--- config.mk ---
export PLATFORM = sky130hd
export DESIGN_NAME = fft_sample_loader
export DESIGN_NICKNAME = d
export VERILOG_FILES = /design/src/rtl/fft_pkg.sv /design/src/rtl/fft_addr_bitrev.sv /design/src/rtl/fft_sample_loader.sv
export SDC_FILE = /design/constraint.sdc
export NUM_CORES = 1
export LEC_CHECK = 0
export BUFFER_PORTS_ARGS = -buffer_cell sky130_fd_sc_hd__clkbuf_2
export CELL_PAD_IN_SITES_DETAIL_PLACEMENT = 0
export CELL_PAD_IN_SITES_GLOBAL_PLACEMENT = 1
export CORE_MARGIN = 2
export CORE_UTILIZATION = 35
export CTS_BUF_LIST = sky130_fd_sc_hd__clkbuf_8
export DETAILED_ROUTE_END_ITERATION = 10
export MAX_ROUTING_LAYER = met4
export PLACE_DENSITY = 0.82
export SLEW_MARGIN = 40
export SYNTH_ARGS = -nofsm -noshare
export SYNTH_HDL_FRONTEND = slang
export SYNTH_SLANG_ARGS = --single-unit
--- constraint.sdc ---
create_clock -name clk -period 2.9 [get_ports clk]
set_clock_uncertainty 0.2 [all_clocks]
set_input_delay 0 -clock clk [delete_from_list [all_inputs] [get_ports clk]]
set_output_delay 0 -clock clk [all_outputs]
set_load 0.005 [all_outputs]
--- src/rtl/fft_pkg.sv ---
// Shared constants and state type for the FFT sample loader and its helpers.
package fft_pkg;

    localparam int          DATA_W_DEF  = 16;
    localparam int          LOG2_N_DEF  = 5;
    localparam logic [15:0] PAT_AMP_DEF = 16'h03FF;

    typedef enum logic [1:0] {
        IDLE,
        LOAD,
        DONE
    } load_state_e;

endpackage

--- src/rtl/fft_addr_bitrev.sv ---
// Combinational bit-order reversal of an index; shared by the FFT loader and unloader.
module fft_addr_bitrev #(
    parameter int ADDR_W = 5
) (
    input  logic [ADDR_W-1:0] idx_i,
    output logic [ADDR_W-1:0] rev_o
);

    always_comb begin
        rev_o = '0;
        for (int i = 0; i < ADDR_W; i++) begin
            rev_o[i] = idx_i[ADDR_W-1-i];
        end
    end

endmodule

--- src/rtl/fft_sample_loader.sv ---
// Loads N complex samples into FFT RAM at bit-reversed addresses (DIT input order).
// Optional square-wave bring-up source enabled by FFT_LOADER_PATTERN_GEN_EN.
module fft_sample_loader
    import fft_pkg::*;
#(
    parameter int DATA_W = DATA_W_DEF,
    parameter int LOG2_N = LOG2_N_DEF
`ifdef FFT_LOADER_PATTERN_GEN_EN
    ,
    parameter logic [DATA_W-1:0] PAT_AMP = DATA_W'(PAT_AMP_DEF)
`endif
) (
    input  logic              clk,
    input  logic              reset,
    input  logic              start,
    input  logic              in_valid,
    output logic              in_ready,
    input  logic [DATA_W-1:0] in_real,
    input  logic [DATA_W-1:0] in_imag,
    output logic              wr_en,
    output logic [LOG2_N-1:0] wr_addr,
    output logic [DATA_W-1:0] wr_real,
    output logic [DATA_W-1:0] wr_imag,
    output logic              busy,
    output logic              done,
    input  logic              done_ack
`ifdef FFT_LOADER_PATTERN_GEN_EN
    ,
    input  logic              pat_mode
`endif
);

    localparam logic [LOG2_N-1:0] LAST_IDX = '1;

    load_state_e              state_q, state_d;
    logic        [LOG2_N-1:0] cnt_q, cnt_d;
    logic                     wr_en_q, wr_en_d;
    logic        [LOG2_N-1:0] wr_addr_q, wr_addr_d;
    logic signed [DATA_W-1:0] wr_real_q, wr_real_d;
    logic signed [DATA_W-1:0] wr_imag_q, wr_imag_d;

    logic                     accept;
    logic        [LOG2_N-1:0] rev_addr;
    logic signed [DATA_W-1:0] src_real, src_imag;

    fft_addr_bitrev #(
        .ADDR_W (LOG2_N)
    ) u_bitrev (
        .idx_i (cnt_q),
        .rev_o (rev_addr)
    );

`ifdef FFT_LOADER_PATTERN_GEN_EN
    logic                     pat_q;
    logic signed [DATA_W-1:0] pat_real;

    // Source select is latched when a frame starts and frozen until the next start.
    always_ff @(posedge clk or posedge reset) begin
        if (reset) begin
            pat_q <= 1'b0;
        end else if (start && (state_q != LOAD)) begin
            pat_q <= pat_mode;
        end
    end

    assign pat_real = cnt_q[LOG2_N-1] ? -$signed(PAT_AMP) : $signed(PAT_AMP);
    assign in_ready = (state_q == LOAD) && !pat_q;
    assign accept   = (state_q == LOAD) && (pat_q || in_valid);
    assign src_real = pat_q ? pat_real : $signed(in_real);
    assign src_imag = pat_q ? '0 : $signed(in_imag);
`else
    assign in_ready = (state_q == LOAD);
    assign accept   = in_ready && in_valid;
    assign src_real = $signed(in_real);
    assign src_imag = $signed(in_imag);
`endif

    always_comb begin
        state_d   = state_q;
        cnt_d     = cnt_q;
        wr_en_d   = 1'b0;
        wr_addr_d = wr_addr_q;
        wr_real_d = wr_real_q;
        wr_imag_d = wr_imag_q;
        case (state_q)
            IDLE: begin
                if (start) begin
                    state_d = LOAD;
                    cnt_d   = '0;
                end
            end
            LOAD: begin
                if (accept) begin
                    wr_en_d   = 1'b1;
                    wr_addr_d = rev_addr;
                    wr_real_d = src_real;
                    wr_imag_d = src_imag;
                    // Counter parks at N-1 on the final sample so it never wraps.
                    if (cnt_q == LAST_IDX) begin
                        state_d = DONE;
                    end else begin
                        cnt_d = cnt_q + 1'b1;
                    end
                end
            end
            DONE: begin
                if (start) begin
                    state_d = LOAD;
                    cnt_d   = '0;
                end else if (done_ack) begin
                    state_d = IDLE;
                end
            end
            default: state_d = IDLE;
        endcase
    end

    always_ff @(posedge clk or posedge reset) begin
        if (reset) begin
            state_q   <= IDLE;
            cnt_q     <= '0;
            wr_en_q   <= 1'b0;
            wr_addr_q <= '0;
            wr_real_q <= '0;
            wr_imag_q <= '0;
        end else begin
            state_q   <= state_d;
            cnt_q     <= cnt_d;
            wr_en_q   <= wr_en_d;
            wr_addr_q <= wr_addr_d;
            wr_real_q <= wr_real_d;
            wr_imag_q <= wr_imag_d;
        end
    end

    assign wr_en   = wr_en_q;
    assign wr_addr = wr_addr_q;
    assign wr_real = wr_real_q;
    assign wr_imag = wr_imag_q;
    assign busy    = (state_q == LOAD);
    assign done    = (state_q == DONE);

endmodule

Word level (Yosys, flattened, before mapping)
Index checks and enable logic that the tools add are counted.
{"block": "totals", "ff_bits": 45, "word_cells": 35}
{"block": "classes", "n_eq_ne": 9, "reduce_logical": 7, "addsub": 1, "mux": 12}
{"operator": "$mux W5", "count": 3}
{"operator": "$mux W2", "count": 5}
{"operator": "$pmux W5 S2", "count": 1}
{"operator": "$reduce_and A4 Y1", "count": 2}
{"operator": "$ne A2 B1 Y1 const B", "count": 3}
{"operator": "$pmux W2 S3", "count": 1}
{"operator": "$add A5 B1 Y5 const B", "count": 1}
{"operator": "$eq A5 B5 Y1 const B", "count": 1}
{"operator": "$ne A2 B2 Y1 const B", "count": 2}
{"operator": "$ne A3 B2 Y1 const B", "count": 1}
{"operator": "$eq A2 B1 Y1 const B", "count": 1}
{"operator": "$eq A2 B2 Y1 const B", "count": 1}
{"operator": "$logic_not A2 Y1", "count": 1}
{"operator": "$mux W1", "count": 2}
{"operator": "$reduce_and A2 Y1", "count": 1}
{"operator": "$reduce_bool A2 Y1", "count": 1}
{"operator": "$reduce_or A2 Y1", "count": 1}
{"operator": "$logic_and A1 B1 Y1", "count": 1}

Depth between registers and ports, before layout
Gate-level depths: netlist of the first run.
{"block": "logic_depth", "ltp_word": 4, "depth_mapped": 7, "depth_no_buf": 6}

Hierarchy
From an unflattened synthesis of the first run, not the netlist that was laid out.
{"block": "hier_totals", "hier_cells": 125, "area_unflattened_um2": 1871.8}
{"mod": "fft_sample_loader", "area_per_inst_um2": 1834.3, "cells_each": 120, "n_inst": 1}
{"mod": "fft_addr_bitrev", "area_per_inst_um2": 37.5, "cells_each": 5, "n_inst": 1}

Worst setup path after synthesis of the first run
Ideal clock, no wire load.
{"block": "synth_timing", "kind": "reg2reg", "start": "register cnt_q[0]", "end": "register cnt_q[3]", "path_stages_with_launch": 8, "arrival_ps": 1716, "n_path_buf": 1, "setup_time_ps": 104, "setup_slack_ps": 880, "period_less_slack_ps": 2020, "cell_sequence": "dfrtp_1 > ha_1 > and3_1 > ha_1 > and4bb_2 > buf_4 > a41oi_1 > a221oi_1"}
{"block": "synth_between", "elab_chain_cells": 4, "elab_cells_between_ends": 7, "cone_classes": "1 x add/sub; 2 x eq/ne; 3 x mux; 1 x reduce/logical"}
{"item": "start, declared", "line": "fft_sample_loader.sv:36", "text": "logic [LOG2_N-1:0] cnt_q, cnt_d;"}
{"item": "start signal, assigned", "line": "fft_sample_loader.sv:128", "text": "cnt_q <= cnt_d;"}
{"item": "$add A5 B1 Y5", "line": "fft_sample_loader.sv:102", "text": "cnt_d = cnt_q + 1'b1;"}
{"item": "$mux W5", "line": "fft_sample_loader.sv:99", "text": "if (cnt_q == LAST_IDX) begin"}
{"item": "$mux W5", "line": "fft_sample_loader.sv:93", "text": "if (accept) begin"}
{"item": "$pmux W5 S2", "line": "fft_sample_loader.sv:85", "text": "case (state_q)"}
Several ways; a longest one is shown, not always the timed one. The select of a mux whose other input is x is not followed.
A chain may end at the register's enable or synchronous reset.

Worst setup path in the final report of the first run
{"block": "layout_timing", "start": "register cnt_q[0]", "end": "register cnt_q[0]"}
Same word-level chain as after synthesis.

==> run_results.csv, run 1 <==
group,metric,value,unit
outcome,outcome,"finished, final reports clean",
drt,drt_wl_total,4110,um
floorplanning,die_w,78.0,um
yosys,synth-simple-area-share,5.62,%
placed_design,place_inst,260,
sta,min_period,2580,ps
grt,grt_pass1_vias,1463,
drt,route.vias.total,1367,
final_layout,post-route-util,53.1,%
critical_path,worst-path-max-fanout,9,
sta,min_period_over_period,89.1,%
sta,timing.setup.tns,0,ps
power_and_ir_drop,p_clk_share,20.0,%
critical_path,cp-start-kind,"flip-flop",
grt,antenna_found_initial,0,
yosys,synth_top_family_by_area,"multiplexers",
clocking,cts_tree,"built",
sta,slew_headroom,61.2,%
final_layout,final_layout_size_suffix_gt1_share,53.2,%
grt,grt_max_degree,46,
yosys,synth_area_per_cell,16.1,um^2
placed_design,hpwl,2440,um
final_layout,area_growth,44.2,%
yosys,synth_cell_types,24,
grt,gr-usage-all-layers,14.5,%
worst_hold_path,worstHoldPathType,"primary input to async pin",
yosys,yosysTopAreaCellShare,58.8,%
clocking,htree_levels,2,
power_and_ir_drop,peakVddDrop,370,uV
clocking,clkSinkCount,45,
sta,worstMarginPinSlew,583,ps
drt,drt_first_pass_iters,4,
drt,route.detailed.drc,0,
floorplanning,coreArea,5200,um^2
final_layout,nNetsFinal,273,
power_and_ir_drop,p_comb_share,30.6,%
floorplanning,ios,78,
yosys,synth_compound_area_share,2.29,%
sta,finalMaxSlewViolations,0,
sta,grt_setup_unrepaired,"no",
sta,setup_viol,0,
clocking,worst_skew_pair.late_latency,290,ps
power_and_ir_drop,switching_power,0.510,mW
critical_path,worst-endpoint-required,2880,ps
sta,hold_viol,0,
clocking,clockBufferDepth,2,
yosys,syn_area,1910,um^2
critical_path,critPathArrivalTime,2560,ps
job,max-cap-violations,0,
floorplanning,initial_core_util,36.8,%
critical_path,worstPathCellList,"ha_1 -> and3_1 -> ha_1 -> and4bb_2 -> nand3b_1 -> o31ai_1 -> dlygate4sd3_1",
yosys,yosys_warnings,0,
placed_design,portBuffers,77,
critical_path,slowest_delay,550,ps
yosys,synth_xor_area_share,0,%
clocking,cts_made_buffers,5,
yosys,synthMuxAreaShare,26.7,%
critical_path,cp_common_cell,"ha_1",
critical_path,r2r_slack,320,ps
power_and_ir_drop,p_seq_share,49.4,%
power_and_ir_drop,leakagePower,1.41,nW
critical_path,endpoint_kind,"flip-flop",
floorplanning,rows,26,
sta,whs,112,ps
power_and_ir_drop,power_density,649,nW/um^2
yosys,ys_ff_latch,45,
grt,grt_pass1_wl,6780,um
yosys,syn-num-nets,158,
floorplanning,dieArea,6080,um^2
critical_path,r2r-start,"cnt_q[0]$_DFFE_PP0P_",
drt,postRouteAntennaNets,0,
floorplanning,die_h,78.0,um
drt,via_per_inst,4.48,
yosys,synth_area_leaders,"dfrtp_1, mux2_4, mux2_2",
power_and_ir_drop,swShare,28.4,%
clocking,path_clk_slew,80,ps
critical_path,cp_slowest_cell,"dlygate4sd3_1",
yosys,yosysTopAreaCell,"dfrtp_1",
yosys,synth-seq-area-share,58.8,%
yosys,synth-adder-area-share,1.31,%
sta,max_freq,0.387,GHz
final_layout,antenna-diode-count,0,
grt,overflow,0,
placed_design,gp_congestion,0.762,
yosys,synthCells,119,
power_and_ir_drop,p_int,1.28,mW
final_layout,final_cells,305,
clocking,clockRootBuffer,"clkbuf_8",
critical_path,worstSetupPathType,"flip-flop to flip-flop",
drt,wire_per_inst,13.5,um
critical_path,startpoint,"cnt_q[0]$_DFFE_PP0P_",
drt,drt-initial-drc-count,28,
[layout make-up]
type,instances,area [um^2]
clock buffer,5,68.8
clock inverter,3,15.0
fill,453,2440
inverter,4,20.0
multi-input combinational,64,688
sequential,45,1130
tap,70,87.6
timing repair buffer,114,756
[sequential cells by signal (all words and copies together), names as in the netlist]
register,cells
wr_en,1
cnt_q,5
wr_real,16
wr_addr,5
wr_imag,16
state_q,2
[per-layer routing]
metal | track usage, % | vias up | wire (um) | share of wire (%)
met5 | - | - | 0 | 0
met4 | 3.16 | 0 | 30 | 0.73
met3 | 3.72 | 7 | 259 | 6.3
met2 | 26.1 | 57 | 2090 | 51
met1 | 16.1 | 663 | 1730 | 42
li1 | - | 640 | - | -
[worst max-delay path: cells and delay by family (launching register included)]
family          cells  cell delay, ps
simple gates        3             760
fa+ha+maj           2             460
flops               1             440
buf+inv             1             550
compound gates      1              70
[final timing paths]
| path | to | cells after the start |
|---|---|---|
| worst max-delay path | cnt_q[0]$_DFFE_PP0P_ | 7 |
| worst min-delay path | wr_addr[4]$_DFFE_PP0P_ | 3 |
| worst max register to register | cnt_q[0]$_DFFE_PP0P_ | 7 |
| worst min register to register | wr_real[7]$_DFFE_PP0P_ | 1 |
| max in group asynchronous | wr_imag[12]$_DFFE_PP0P_ | 3 |
| min in group clk | wr_imag[1]$_DFFE_PP0P_ | 3 |
[cell families (layout without fill, tap and decap cells)]
kind of cell,count (synthesis),in the layout
AO/OA/AOI/OAI,6,6
adder cells (fa/ha/maj),2,2
buffers and inverters,10,126
flip-flops,45,45
multiplexers,39,39
AND/OR/NAND/NOR,17,17
[layout by cell type (no fill, tap or decap), drive strengths merged]
cell         instances
and2b                1
nor2                 1
a221oi               1
o21ai                2
dfrtp               45
and4                 1
nand3b               1
a22o                 1
nand2                9
ha                   2
mux2i                2
inv                  6
o31ai                1
clkinvlp             1
and4bb               1
nor2b                1
clkbuf              82
nand2b               1
dlygate4sd3         37
mux2                37
and3                 1
a41oi                1
[synthesized netlist by cell type (all sizes together)]
| cell | n |
|---|---|
| a22o | 1 |
| and3 | 1 |
| a221oi | 1 |
| o31ai | 1 |
| nand3b | 1 |
| mux2i | 2 |
| o21ai | 2 |
| a41oi | 1 |
| and2b | 1 |
| nor2 | 1 |
| buf | 6 |
| mux2 | 37 |
| inv | 4 |
| and4 | 1 |
| nor2b | 1 |
| dfrtp | 45 |
| ha | 2 |
| nand2b | 1 |
| nand2 | 9 |
| and4bb | 1 |
[metrics by stage]
step / power, mW / instance area [um^2] / setup slack (ps)
after CTS: 1.82 / 2760 / 337
final: 1.79 / 2760 / 317
after global placement: 1.39 / 2300 / 792
after floorplan: 1.22 / 1910 / 880
after global routing: 1.91 / 2760 / 167
after detailed placement: 1.40 / 2310 / 788
[timing repair]
action / 4_1_cts / 5_1_grt
hold buffers: 37 / 0
hold endpoints to repair: 84 / 0
buffers inserted: 0 / 0
resized for setup: 0 / 0
[power by group through the flow]
stage | combinational [mW] | sequential (mW) | clock [mW]
final | 0.548 | 0.886 | 0.359
after global routing | 0.603 | 0.911 | 0.400
after CTS | 0.551 | 0.887 | 0.377
after detailed placement | 0.498 | 0.900 | 0
after global placement | 0.495 | 0.892 | 0
after floorplan | 0.323 | 0.895 | 0
Note: power is estimated with default switching activity, not from simulation.
==> run 2, diff against run 1 <==
Settings changed: CORE_UTILIZATION 35 to 39, PLACE_DENSITY 0.82 to 0.89.
==> run 2 against run 1 <==
Effect of this change: fmax down 1.1%; setup slack worse by 29 ps; sequential share of layout area decreased by 0.24 points; total power rose by 5.2%; final cell count down 1.3%; utilization up 5.8 points; combinational power is 0.7% lower; design area rose by 0.59%; first-iteration DRC count rose by 75%; via count down 1.2%.
==> run_results.csv, run 2 (synthesis results as in run 1) <==
group,metric,value,unit
clocking,clkSinkCount,45,
critical_path,timing.rr.end,"cnt_q[0]$_DFFE_PP0P_",
worst_hold_path,worstHoldPathType,"primary input to async pin",
sta,min_period_over_period,90.1,%
sta,timing.setup.tns,0,ps
final_layout,fillers,385,
power_and_ir_drop,p_clk_share,23.9,%
final_layout,final_layout_size_suffix_gt1_share,53.8,%
job,max-cap-violations,0,
floorplanning,ios,78,
grt,globalRouteMet3Util,4.74,%
critical_path,r2r_slack,290,ps
critical_path,r2r-start,"cnt_q[0]$_DFFE_PP0P_",
floorplanning,die_h,74.1,um
drt,route.detailed.drc,0,
placed_design,hpwl,2310,um
critical_path,worst-endpoint-required,2870,ps
sta,finalMaxSlewViolations,0,
clocking,clockRootBuffer,"clkbuf_8",
final_layout,antenna-diode-count,0,
placed_design,placed_cell_area,2300,um^2
grt,antenna_found_initial,0,
sta,grt_setup_unrepaired,"no",
sta,min_period,2610,ps
critical_path,critPathArrivalTime,2580,ps
final_layout,area_growth,45.1,%
grt,grt_max_degree,46,
critical_path,cp_common_cell,"ha_1",
power_and_ir_drop,swShare,27.4,%
drt,via_per_inst,4.49,
power_and_ir_drop,p_comb_share,28.9,%
power_and_ir_drop,leakagePower,1.41,nW
floorplanning,initial_core_util,40.5,%
critical_path,worstSetupPathType,"flip-flop to flip-flop",
sta,setup_viol,0,
grt,grt_pass1_wl,6410,um
grt,overflow,0,
drt,wire_per_inst,13.6,um
critical_path,cp-start-kind,"flip-flop",
critical_path,worstPathCellList,"ha_1 -> and3_1 -> ha_1 -> and4bb_2 -> nand3b_1 -> o31ai_1 -> dlygate4sd3_1",
drt,drt_wl_total,4090,um
placed_design,gp_congestion,0.729,
clocking,worst_skew_pair.late_latency,290,ps
sta,worstMarginPinSlew,567,ps
grt,grtUsageMet1,19.4,%
final_layout,nNetsFinal,273,
sta,max_freq,0.383,GHz
floorplanning,coreArea,4720,um^2
grt,grt_pass1_vias,1362,
drt,drt-initial-drc-count,49,
grt,busiest_layer,"met2",
outcome,outcome,"finished, final reports clean",
drt,route.vias.total,1351,
grt,use_met2,26.4,%
power_and_ir_drop,peakVddDrop,350,uV
critical_path,startpoint,"cnt_q[0]$_DFFE_PP0P_",
clocking,post_cts_resized,0,
floorplanning,die_w,74.1,um
power_and_ir_drop,power_density,679,nW/um^2
drt,postRouteAntennaNets,0,
critical_path,r2r_cells,7,
drt,drt_first_pass_iters,4,
final_layout,final_common_cell,"clkbuf_2",
floorplanning,rows,25,
sta,slew_headroom,62.2,%
placed_design,portBuffers,77,
power_and_ir_drop,p_int,1.37,mW
critical_path,endpoint,"cnt_q[0]$_DFFE_PP0P_",
sta,hold_viol,0,
final_layout,final_cell_mix,"clkbuf_2, dfrtp_1, dlygate4sd3_1, mux2_4, mux2_2",
clocking,cts_made_buffers,5,
grt,gr-usage-all-layers,16.0,%
critical_path,slowest_delay,570,ps
power_and_ir_drop,p_seq_share,47.3,%
critical_path,endpoint_kind,"flip-flop",
clocking,cts_tree,"built",
power_and_ir_drop,switching_power,0.516,mW
final_layout,fin_area,2780,um^2
clocking,clockBufferDepth,2,
critical_path,cp_slowest_cell,"dlygate4sd3_1",
critical_path,worst-path-max-fanout,9,
clocking,htree_levels,2,
clocking,path_clk_slew,80,ps
floorplanning,dieArea,5480,um^2
-- run 2: per-stage QoR --
stage | worst slack (ps) | cells | power [mW] | hold WS (ps) | utilization [%]
floorplan | 880 | 119 | 1.22 | -51.9 | -
detailed placement | 741 | 257 | 1.39 | -115 | 48.8
finish | 287 | 301 | 1.89 | 118 | 58.8
CTS | 331 | 301 | 1.90 | 119 | 58.8
global placement | 784 | 257 | 1.38 | 32.7 | 48.7
global route | 203 | 301 | 2.01 | 159 | 58.8
-- run 2: what timing repair did --
item	CTS	global route
hold buffers	37	0
buffers inserted	0	0
hold endpoints to repair	83	0
-- run 2: final cells by class --
type / count / area (um^2) / share of cell area, %
Sequential cell: 45 / 1130 / 40.5
Timing Repair Buffer: 114 / 756 / 27.2
Multi-Input combinational cell: 64 / 688 / 24.8
Tap cell: 67 / 83.8 / 3.02
Clock buffer: 5 / 68.8 / 2.48
Clock inverter: 2 / 35.0 / 1.26
Inverter: 4 / 20.0 / 0.721
-- run 2: power by group through the flow --
stage          Sequential (mW)  Clock (mW)  Combinational, mW
3_5_place_dp             0.897           0              0.497
2_1_floorplan            0.895           0              0.323
3_3_place_gp             0.892           0              0.489
4_1_cts                  0.887       0.463              0.547
6_report                 0.892       0.450              0.544
5_1_grt                  0.914       0.491              0.600
-- run 2: worst min path at each step --
stage	from	to	slack [ps]	cells after the start
3_3_place_gp	reset	wr_imag[12]$_DFFE_PP0P_	30	2
3_5_place_dp	reset	wr_imag[2]$_DFFE_PP0P_	-120	2
6_report	reset	wr_imag[2]$_DFFE_PP0P_	120	3
5_1_grt	reset	wr_imag[2]$_DFFE_PP0P_	160	3
2_1_floorplan	in_imag[10]	wr_imag[10]$_DFFE_PP0P_	-50	1
4_1_cts	reset	wr_real[14]$_DFFE_PP0P_	120	3
-- run 2: critical path: cells and delay by family (launching register included) --
kind	cells	cell delay (ps)
AOI/OAI and AO/OA	1	80
adders and majority gates	2	460
buffers and inverters	1	570
DFF	1	440
and+or+nand+nor	3	750
-- run 2: routing by layer --
layer / share of wire, % / wire length, um
met2: 47 / 1930
met1: 44 / 1800
met4: 0.90 / 37
met5: 0 / 0
met3: 7.9 / 324
